--- src/rtl/ps_seq.sv ---
// Sequential ASCON substitution layer: applies the 5-bit S-box to the 64 bit-columns
// of a 320-bit state, SBOX_PER_CYCLE columns per clock, with valid/ready on both sides.
module ps_seq #(
  parameter  int SBOX_PER_CYCLE = 64,
  localparam int NB_STEP        = 64 / SBOX_PER_CYCLE
) (
  input  logic             clock_i,
  input  logic             reset_i,
  input  logic             valid_i,
  output logic             ready_o,
  input  logic [0:4][63:0] ps_i,
  output logic             valid_o,
  input  logic             ready_i,
  output logic [0:4][63:0] ps_o,
  output logic             busy_o
);

  localparam int N     = SBOX_PER_CYCLE;
  localparam int CW    = (NB_STEP > 1) ? $clog2(NB_STEP) : 1;
  localparam int LOG_N = $clog2(SBOX_PER_CYCLE);
  localparam logic [CW-1:0] LAST_CNT = CW'(NB_STEP - 1);

  if (!(N == 1 || N == 2 || N == 4 || N == 8 || N == 16 || N == 32 || N == 64)) begin : g_bad_cfg
    $error("ps_seq: SBOX_PER_CYCLE must be one of 1, 2, 4, 8, 16, 32, 64");
  end

  typedef enum logic [1:0] {
    IDLE = 2'd0,
    RUN  = 2'd1,
    DONE = 2'd2
  } state_t;

  state_t               state_r;
  state_t               state_s;
  logic [CW-1:0]        cnt_r;
  logic [CW-1:0]        cnt_s;
  logic [0:4][63:0]     data_r;
  logic [0:4][63:0]     data_s;
  logic [5:0]           base_s;
  logic [0:4][N-1:0]    col_in_s;
  logic [0:4][N-1:0]    col_out_s;
  logic                 ready_s;

  // Bitsliced ASCON S-box over N columns; word 0 carries x0 (index MSB).
  function automatic logic [0:4][N-1:0] sbox_cols(input logic [0:4][N-1:0] x);
    logic [N-1:0] a0, a1, a2, a3, a4;
    logic [N-1:0] t0, t1, t2, t3, t4;
    a0 = x[0] ^ x[4];
    a1 = x[1];
    a2 = x[2] ^ x[1];
    a3 = x[3];
    a4 = x[4] ^ x[3];
    t0 = ~a0 & a1;
    t1 = ~a1 & a2;
    t2 = ~a2 & a3;
    t3 = ~a3 & a4;
    t4 = ~a4 & a0;
    a0 = a0 ^ t1;
    a1 = a1 ^ t2;
    a2 = a2 ^ t3;
    a3 = a3 ^ t4;
    a4 = a4 ^ t0;
    a1 = a1 ^ a0;
    a0 = a0 ^ a4;
    a3 = a3 ^ a2;
    a2 = ~a2;
    return {a0, a1, a2, a3, a4};
  endfunction

  // Accept from IDLE, or from DONE when the result is being consumed this edge.
  assign ready_s = (state_r == IDLE) || ((state_r == DONE) && ready_i);

  // Column window of the current step and its substituted value.
  always_comb begin
    base_s = 6'(cnt_r) << LOG_N;
    for (int i = 0; i < 5; i++) begin
      col_in_s[i] = data_r[i][base_s +: N];
    end
    col_out_s = sbox_cols(col_in_s);
  end

  // Next-state, counter and in-place state register update.
  always_comb begin
    state_s = state_r;
    cnt_s   = cnt_r;
    data_s  = data_r;
    case (state_r)
      IDLE: begin
        if (valid_i) begin
          data_s  = ps_i;
          cnt_s   = {CW{1'b0}};
          state_s = RUN;
        end else begin
          state_s = IDLE;
        end
      end
      RUN: begin
        for (int i = 0; i < 5; i++) begin
          data_s[i][base_s +: N] = col_out_s[i];
        end
        if (cnt_r == LAST_CNT) begin
          cnt_s   = {CW{1'b0}};
          state_s = DONE;
        end else begin
          cnt_s   = cnt_r + {{(CW-1){1'b0}}, 1'b1};
          state_s = RUN;
        end
      end
      DONE: begin
        if (ready_i) begin
          if (valid_i) begin
            // Back-to-back: the next state is captured on the consuming edge.
            data_s  = ps_i;
            cnt_s   = {CW{1'b0}};
            state_s = RUN;
          end else begin
            state_s = IDLE;
          end
        end else begin
          state_s = DONE;
        end
      end
      default: begin
        state_s = IDLE;
        cnt_s   = {CW{1'b0}};
      end
    endcase
  end

  // State, counter and data registers with synchronous reset.
  always_ff @(posedge clock_i) begin
    if (reset_i) begin
      state_r <= IDLE;
      cnt_r   <= {CW{1'b0}};
      data_r  <= {320{1'b0}};
    end else begin
      state_r <= state_s;
      cnt_r   <= cnt_s;
      data_r  <= data_s;
    end
  end

  assign ready_o = ready_s;
  assign valid_o = (state_r == DONE);
  assign busy_o  = (state_r == RUN);
  assign ps_o    = data_r;

endmodule

--- config.mk ---
export PLATFORM = sky130hd
export DESIGN_NAME = ps_seq
export DESIGN_NICKNAME = d
export VERILOG_FILES = /design/src/rtl/ps_seq.sv
export SDC_FILE = /design/constraint.sdc
export NUM_CORES = 1
export LEC_CHECK = 0
export BUFFER_PORTS_ARGS = -buffer_cell sky130_fd_sc_hd__buf_2
export CAP_MARGIN = 0
export CORE_AREA = 2 2 252 254
export DETAILED_ROUTE_END_ITERATION = 16
export DIE_AREA = 0 0 254 256
export GPL_ROUTABILITY_DRIVEN = 1
export SLEW_MARGIN = 40
export SYNTH_ARGS = -nofsm -noshare
export SYNTH_HDL_FRONTEND = slang
export SYNTH_SLANG_ARGS = --single-unit
--- constraint.sdc ---
create_clock -name clock_i -period 4 [get_ports clock_i]
set_input_delay 0.4 -clock clock_i [delete_from_list [all_inputs] [get_ports clock_i]]
set_output_delay 0.4 -clock clock_i [all_outputs]
set_load 0.03 [all_outputs]
After elaboration in Yosys (flattened, before gate mapping)
Cells that the tools add are included.

cells by class
  add/sub/neg operators = 1
  equal/unequal tests = 3
  muxes and demuxes = 11
  bitwise gates (word level) = 22
  reduce and logical (&&, ||, !) cells = 5

operators with widths
  operator                                                count
  case mux 320 bit (3 select lines)                       1
  bitwise XOR 64 bit                                      11
  two-way mux 320 bit                                     2
  inverter 64 bit                                         6
  AND 64 bit                                              5
  case mux 2 bit (3 select lines)                         1
  two-way mux 1 bit                                       4
  two-way mux 2 bit                                       2
  case mux 1 bit (3 select lines)                         1
  nonzero test 3 bit                                      1
  equality test 2 x 1 -> 1 bit (second input constant)    1
  equality test 2 bit (second input constant)             1
  logical NOT 2 bit                                       1
  inequality test 2 x 1 -> 1 bit (second input constant)  1
  AND reduction 2 bit                                     1
  adder 1 bit (second input constant)                     1
  logical AND 1 bit                                       1
  logical OR 1 bit                                        1

word-level totals
  register bits = 323
  input bits = 324
  output and inout bits = 323
  logic and storage cells = 49

Depth between registers and ports, before layout
Gate-level depths: netlist of run 1.

  word-level depth = 6
  gate-level depth with buffers = 8
  gate-level depth less buffers = 6

Least setup slack after synthesis of run 1
Ideal clock, no wire load.

  kind = register to output
  start point = reg state_r[1]
  end point = out busy_o
  data arrival time = 1.364 ns
  required time = 3.600 ns
  slack = 2.236 ns
  cell stages (with the launch flop) = 6
  path buffers = 3
  path through = dfxtp_1 > nand2b_1 > inv_2 > buf_4 > buf_4 > clkbuf_1

between the ends
  longest elaborated chain between the ends = 1

ends and longest elaborated chain
  item                          RTL line  source
  start: declaration            33        state_t state_r;
  start signal: assignment      137       state_r <= state_s;
  equality test 2 x 1 -> 1 bit  145       assign busy_o = (state_r == RUN);
  end: declaration              15        output logic busy_o

Every way passes these cells.

Worst setup path after layout of run 1
  start point = reg state_r[0]
  end point = out busy_o

The elaborated chain is that of the path after synthesis.

==> results.py, run 1 <==
metrics = {
    "global_routing": {
        "grt_max_degree": 150,
        "grt_util_all_layers": 0.255,
        "grt_pass1_vias": 21500,
        "grt-ovfl-total": 0,
        "grt_antenna_before_repair": 27,
        "grt_pass1_wl_um": 130000,
    },
    "worst_setup_path": {
        "cp_max_fo": 96,
        "cp-start-kind": "flip-flop",
        "crit_buf_inv": 2,
        "cp_top_family": "buffers and inverters",
        "crit_arrival_ns": 2.07,
        "worstPathCellList": "nand2b_4 -> inv_8 -> buf_2",
        "cpMaxStageDelayCell": "inv_8",
        "worstSetupPathType": "reg -> out",
        "end_kind": "primary output",
        "critical_path.max_stage_delay_ns": 0.53,
        "cp.required_ns": 3.60,
    },
    "finish": {
        "layout-drive-gt1-share": 0.227,
        "fill_cells": 6442,
        "area_growth_pct": 23.1,
        "layout.nets": 3768,
        "postLayoutCellArea_mm2": 0.0275,
    },
    "drt": {
        "route.detailed.drc": 0,
        "wl_per_cell_um": 20.6,
        "final_antenna_net_count": 0,
        "dr_total_vias": 22800,
        "drtPass1Iterations": 5,
        "drtIter0Drc": 1600,
        "routed_wl_um": 86900,
        "vias_per_cell": 5.43,
    },
    "die": {
        "initial_utilization": 0.358,
        "die_area_mm2": 0.0650,
        "dieWidth_um": 254,
        "io_pins": 647,
        "rows": 92,
        "die_h_um": 256,
        "core_mm2": 0.0624,
    },
    "synth": {
        "synth_top_area_cell": "dfxtp_1",
        "synth_top_area_frac": 0.288,
        "ys_warn_count": 0,
        "synth_flop_cell": "dfxtp_1",
        "synthTopCellsByArea": "dfxtp_1 29%, a21oi_1 9.5%, xnor2_1 9.2%",
        "syn_inst": 2774,
        "synth_area_mm2": 0.0224,
        "async_reset_ff_frac": 0,
        "synth-seq-cells": 322,
        "synth_edf_count": 0,
        "synth_fp_nets": 3226,
        "avgSynthCellArea_um2": 8.06,
        "yosysUniqueCellTypes": 39,
        "ys_seq_area_frac": 0.288,
    },
    "job": {
        "maxCapViolations": 0,
    },
    "cts": {
        "cts_sinks": 322,
        "clkLatencyLatePin_ns": 0.56,
        "cts_resized": 0,
        "ctsHoldBuffers": 0,
        "cts_buffer_depth": 3,
        "cts_buffers": 41,
        "cts_tree": "done",
        "htreeDepth": 2,
        "clockRootBuffer": "clkbuf_16",
        "post-cts-setup-buffer-count": 0,
        "clkSlewWorstSetupHoldPaths_ns": 0.06,
    },
    "timing": {
        "hold_violations": 0,
        "rsz0062_at_grt": "false",
        "fmax_ghz": 0.404,
        "max_slew_margin": 0.445,
        "drv_slew": 0,
        "final.setup.tns_ns": 0,
        "clock_skew_ns": 0.0147,
        "setup_violations": 0,
        "finalWorstSetupSlack_ns": 1.53,
        "fin_crit_ns": 2.47,
        "tightest_slew_ns": 0.832,
        "finalCritPeriodShare": 0.619,
    },
    "power_and_ir_drop": {
        "power_density_mw_per_mm2": 456,
        "switching_share": 0.396,
        "power.share.sequential": 0.323,
        "combPwrFrac": 0.390,
        "ir_worst_vdd_mv": 0.287,
        "power.clock.fraction": 0.287,
        "p_leak_nw": 12.3,
        "p_int_w": 0.00758,
        "p_sw_w": 0.00496,
    },
    "min_path": {
        "min_path_type": "in -> reg",
    },
    "outcome": {
        "status": "finished, final reports clean",
    },
    "place": {
        "port_buffers": 646,
        "pre_cts_slack_ns": 1.38,
        "dp_hpwl_um": 59000,
        "place_congestion": 0.871,
        "placed_area_mm2": 0.0262,
    },
}
[flip-flops by register name (all words and copies together) (netlist names)]
signal and count:
ps_o 320, state_r 2
[worst reg2reg max path, cell delays in order (launching register included)]
cell      delay [ns]
dfxtp_4         0.43
nand2b_4        0.20
inv_8           0.53
nand2_2         0.38
buf_4           0.37
o22ai_1         0.22
[power by group through the flow]
stage / clock network (W) / registers, W / logic [W]
after detailed placement: 0 / 0.00410 / 0.00484
after global routing: 0.00379 / 0.00410 / 0.00535
final: 0.00360 / 0.00404 / 0.00489
after CTS: 0.00369 / 0.00404 / 0.00488
after global placement: 0 / 0.00411 / 0.00481
after floorplan: 0 / 0.00468 / 0.00296
[final timing paths]
path / startpoint / endpoint / slack (ns) / cells after the start
worst min register to register: ps_o[106] / ps_o[106] / 0.49 / 2
worst max register to register: state_r[0] / ps_o[34] / 1.78 / 5
worst min-delay path: ps_i[56] / ps_o[56] / 0.14 / 3
worst max-delay path: state_r[0] / busy_o / 1.53 / 3
[synthesized netlist by cell type, types with 2 or more instances]
cell and n:
o21ai_1 61, buf_1 8, o22ai_1 44, nand2_1 174, a32o_1 22, or2_1 20, a221oi_1 20, nand2b_1 2
or2_2 17, a21oi_1 426, nor2b_4 2, dfxtp_1 322, nor3_1 22, o221ai_1 64, xnor2_1 236, o21ai_0 24
ha_1 128, a22oi_1 108, buf_2 61, clkbuf_1 83, inv_2 2, and3_1 20, nand3_1 64, nor2_1 109
nand3b_1 64, inv_1 277, buf_6 3, or2_0 28, o41ai_1 42, xor2_1 128, buf_4 18, mux2i_1 105
maj3_1 64
[area by class of cell]
type,instances,area (um^2),share of cell area
Multi-Input combinational cell,2000,14100,0.512
Clock inverter,9,56.3,0.00205
Sequential cell,322,6450,0.234
Timing Repair Buffer,672,3560,0.129
Clock buffer,63,1200,0.0436
Inverter,279,1060,0.0385
Tap cell,846,1060,0.0385
Antenna cell,17,42.5,0.00155
[kinds of logic after synthesis]
family                     synth area share
AOI/OAI and AO/OA                     0.223
xor gates and xnor gates              0.143
adders and majority gates             0.100
buffers and inverters                0.0833
DFF                                   0.288
muxes                                0.0470
and+or+nand+nor                       0.115
[per-stage QoR]
stage | hold WS, ns | std cells | util | power, W
6_report | 0.141 | 4208 | 0.441 | 0.0125
3_5_place_dp | 0.481 | 4118 | 0.420 | 0.00895
4_1_cts | 0.0954 | 4190 | 0.440 | 0.0126
2_1_floorplan | 0.578 | 2774 | - | 0.00764
5_1_grt | 0.127 | 4203 | 0.441 | 0.0132
3_3_place_gp | 0.474 | 4118 | 0.420 | 0.00891
[per-layer routing]
metal	track usage	wire length [um]	vias to the layer above
met5	0	170	-
met4	0.108	3190	26
met3	0.0677	7680	200
met2	0.402	39800	897
met1	0.326	36000	10900
li1	-	-	10800
[cells in the final DEF, fill, tap and decap left out, types with 15 or more instances in the layout]
master / instances
nand3b_1: 64
ha_1: 128
or2_2: 17
o22ai_1: 44
and3_1: 20
nand3_1: 64
a21oi_1: 426
clkbuf_16: 43
o21ai_1: 60
nor3_1: 22
o41ai_1: 42
or2_1: 20
buf_2: 644
diode_2: 17
o221ai_1: 64
clkbuf_1: 15
inv_1: 276
xnor2_1: 236
or2_0: 28
a22oi_1: 108
xor2_1: 128
buf_4: 16
nor2_1: 109
maj3_1: 64
a221oi_1: 20
dfxtp_1: 321
nand2_1: 172
o21ai_0: 24
mux2i_1: 105
a32o_1: 22
No activity file was read; power rests on OpenSTA's default activity.
==> run 2: changes to the inputs <==
Settings changed: CORE_AREA 2 2 252 254 to 2 2 254 256, DIE_AREA 0 0 254 256 to 0 0 256 258.
Clock period 4 ns to 2 ns, I/O delays scaled along.
==> run 2 against run 1 <==
  * Global-route usage is 0.64 points higher
  * Clock-buffer cell count stayed put
  * Die area is 1.6% higher
  * Critical path depth stayed put
  * Sequential cell count stayed put
  * Clock power is 110% higher
  * Worst setup slack worse by 1.5 ns
  * Cell area is 10% higher
  * Total power is 110% higher
  * Hold slack worse by 0.12 ns
  * Via count is 5.3% higher
  * Core utilization is 3.6 points higher
==> results.py, run 2 (synthesized netlist as in run 1, its figures left out) <==
metrics = {
    "timing": {
        "hold_violations": 0,
        "setup_violations": 0,
        "drv_slew": 0,
        "clock_skew_ns": 0.0147,
        "final.setup.tns_ns": 0,
        "finalCritPeriodShare": 0.972,
        "fmax_ghz": 0.514,
        "fin_crit_ns": 1.94,
        "rsz0062_at_grt": "false",
        "max_slew_margin": 0.516,
        "tightest_slew_ns": 0.726,
    },
    "worst_setup_path": {
        "cp.required_ns": 1.80,
        "critical_path.max_stage_delay_ns": 0.40,
        "crit_arrival_ns": 1.74,
        "ff2ff_setup_slack_ns": 0.23,
        "worstSetupPathType": "reg -> out",
        "cp_max_fo": 73,
        "crit_buf_inv": 2,
        "cp-start-kind": "flip-flop",
        "end_kind": "primary output",
        "worstPathCellList": "buf_12 -> nor2b_1 -> buf_2",
        "cpMaxStageDelayCell": "dfxtp_4",
        "cp_top_family": "buffers and inverters",
    },
    "power_and_ir_drop": {
        "power_density_mw_per_mm2": 857,
        "ir_worst_vdd_mv": 0.461,
        "p_leak_nw": 13.6,
    },
    "cts": {
        "clkLatencyLatePin_ns": 0.57,
        "clockRootBuffer": "clkbuf_16",
        "cts_tree": "done",
        "post-cts-setup-buffer-count": 0,
        "clkSlewWorstSetupHoldPaths_ns": 0.07,
        "cts_sinks": 322,
        "htreeDepth": 2,
        "cts_buffer_depth": 3,
        "cts_buffers": 41,
    },
    "drt": {
        "routed_wl_um": 90500,
        "vias_per_cell": 5.38,
        "drtIter0Drc": 1658,
        "dr_total_vias": 24000,
        "drtPass1Iterations": 5,
        "route.detailed.drc": 0,
        "wl_per_cell_um": 20.3,
        "final_antenna_net_count": 0,
    },
    "place": {
        "dp_hpwl_um": 61500,
        "place_congestion": 0.916,
        "port_buffers": 646,
    },
    "die": {
        "core_mm2": 0.0636,
        "rows": 93,
        "die_h_um": 258,
        "die_area_mm2": 0.0660,
        "io_pins": 647,
        "initial_utilization": 0.351,
        "dieWidth_um": 256,
    },
    "global_routing": {
        "grt_util_all_layers": 0.261,
        "grt_pass1_vias": 23300,
        "grt_max_degree": 86,
        "grt-ovfl-total": 0,
        "grt_pass1_wl_um": 137000,
        "grt_antenna_before_repair": 9,
    },
    "finish": {
        "final_cell_mix": "643 x buf_2, 426 x a21oi_1, 321 x dfxtp_1",
        "postLayoutCoreUtil": 0.477,
        "final_common_cell": "buf_2",
        "layout-drive-gt1-share": 0.222,
        "largest_reg_flops": 320,
        "layout.nets": 4026,
        "fill_cells": 6255,
        "area_growth_pct": 35.7,
    },
    "job": {
        "maxCapViolations": 0,
    },
    "min_path": {
        "min_path_type": "in -> reg",
    },
    "outcome": {
        "status": "finished, final reports clean",
    },
}
==> run 2: cell count changes in the layout (fill, tap and decap cells not counted), moves of 3 or more <==
cell / previous run / this run
dlygate4sd3_1: 0 / 221
buf_6: 4 / 1
buf_12: 7 / 28
diode_2: 17 / 5
clkbuf_8: 5 / 10
clkinv_2: 6 / 3
buf_4: 16 / 33
==> run 2: final cells by class <==
type / count / area (um^2) / share of cell area
clock inverter: 11 / 139 / 0.00458
antenna: 5 / 12.5 / 0.000412
sequential: 322 / 6450 / 0.213
tap: 855 / 1070 / 0.0353
multi-input combinational: 2000 / 14100 / 0.464
timing repair buffer: 930 / 6320 / 0.208
inverter: 279 / 1060 / 0.0351
clock buffer: 63 / 1200 / 0.0395
==> run 2: power breakdown <==
group | total [W] | internal, W | switching, W
sequential | 0.00809 | 0.00714 | 0.000949
clock | 0.00756 | 0.00441 | 0.00316
combinational | 0.0104 | 0.00431 | 0.00606
==> run 2: metal layers <==
layer | wire [um] | GRT usage | up-vias | share of wire
li1 | - | - | 11400 | -
met1 | 38200 | 0.334 | 11400 | 0.42
met2 | 41800 | 0.431 | 1056 | 0.46
met3 | 6900 | 0.0516 | 220 | 0.076
met4 | 3560 | 0.108 | 8 | 0.039
met5 | 52 | 0 | - | 0.00057
==> run 2: timing repair <==
action                     4_1_cts  5_1_grt
resized for setup                2        1
cloned                           0        1
setup endpoints to repair        1        1
hold endpoints to repair       220        1
hold buffers                   220        1
==> run 2: per-stage QoR <==
stage / total power [W] / cell area [um^2] / setup slack (ns) / instances / hold WS [ns]
finish: 0.0260 / 30300 / 0.0559 / 4465 / 0.0229
global route: 0.0274 / 30300 / 0.00725 / 4462 / 0.0123
global placement: 0.0180 / 26700 / 0.325 / 4164 / 0.473
detailed placement: 0.0181 / 26700 / 0.286 / 4164 / 0.480
CTS: 0.0261 / 30300 / 0.00532 / 4458 / 0.000811
floorplan: 0.0153 / 22400 / 0.275 / 2774 / 0.378
==> run 2: final timing paths <==
path              start         to  cells past startpoint
max          state_r[0]    ready_o                      3
min            ps_i[18]   ps_o[18]                      5
max reg2reg  state_r[1]   ps_o[83]                      5
min reg2reg   ps_o[120]  ps_o[120]                      2
==> run 2: worst reg2reg max path, cell delays in order (launching register included) <==
cell and delay [ns]:
dfxtp_1 0.37, nand2b_4 0.21, buf_4 0.44, or2_2 0.22, mux2i_1 0.06, o41ai_1 0.34
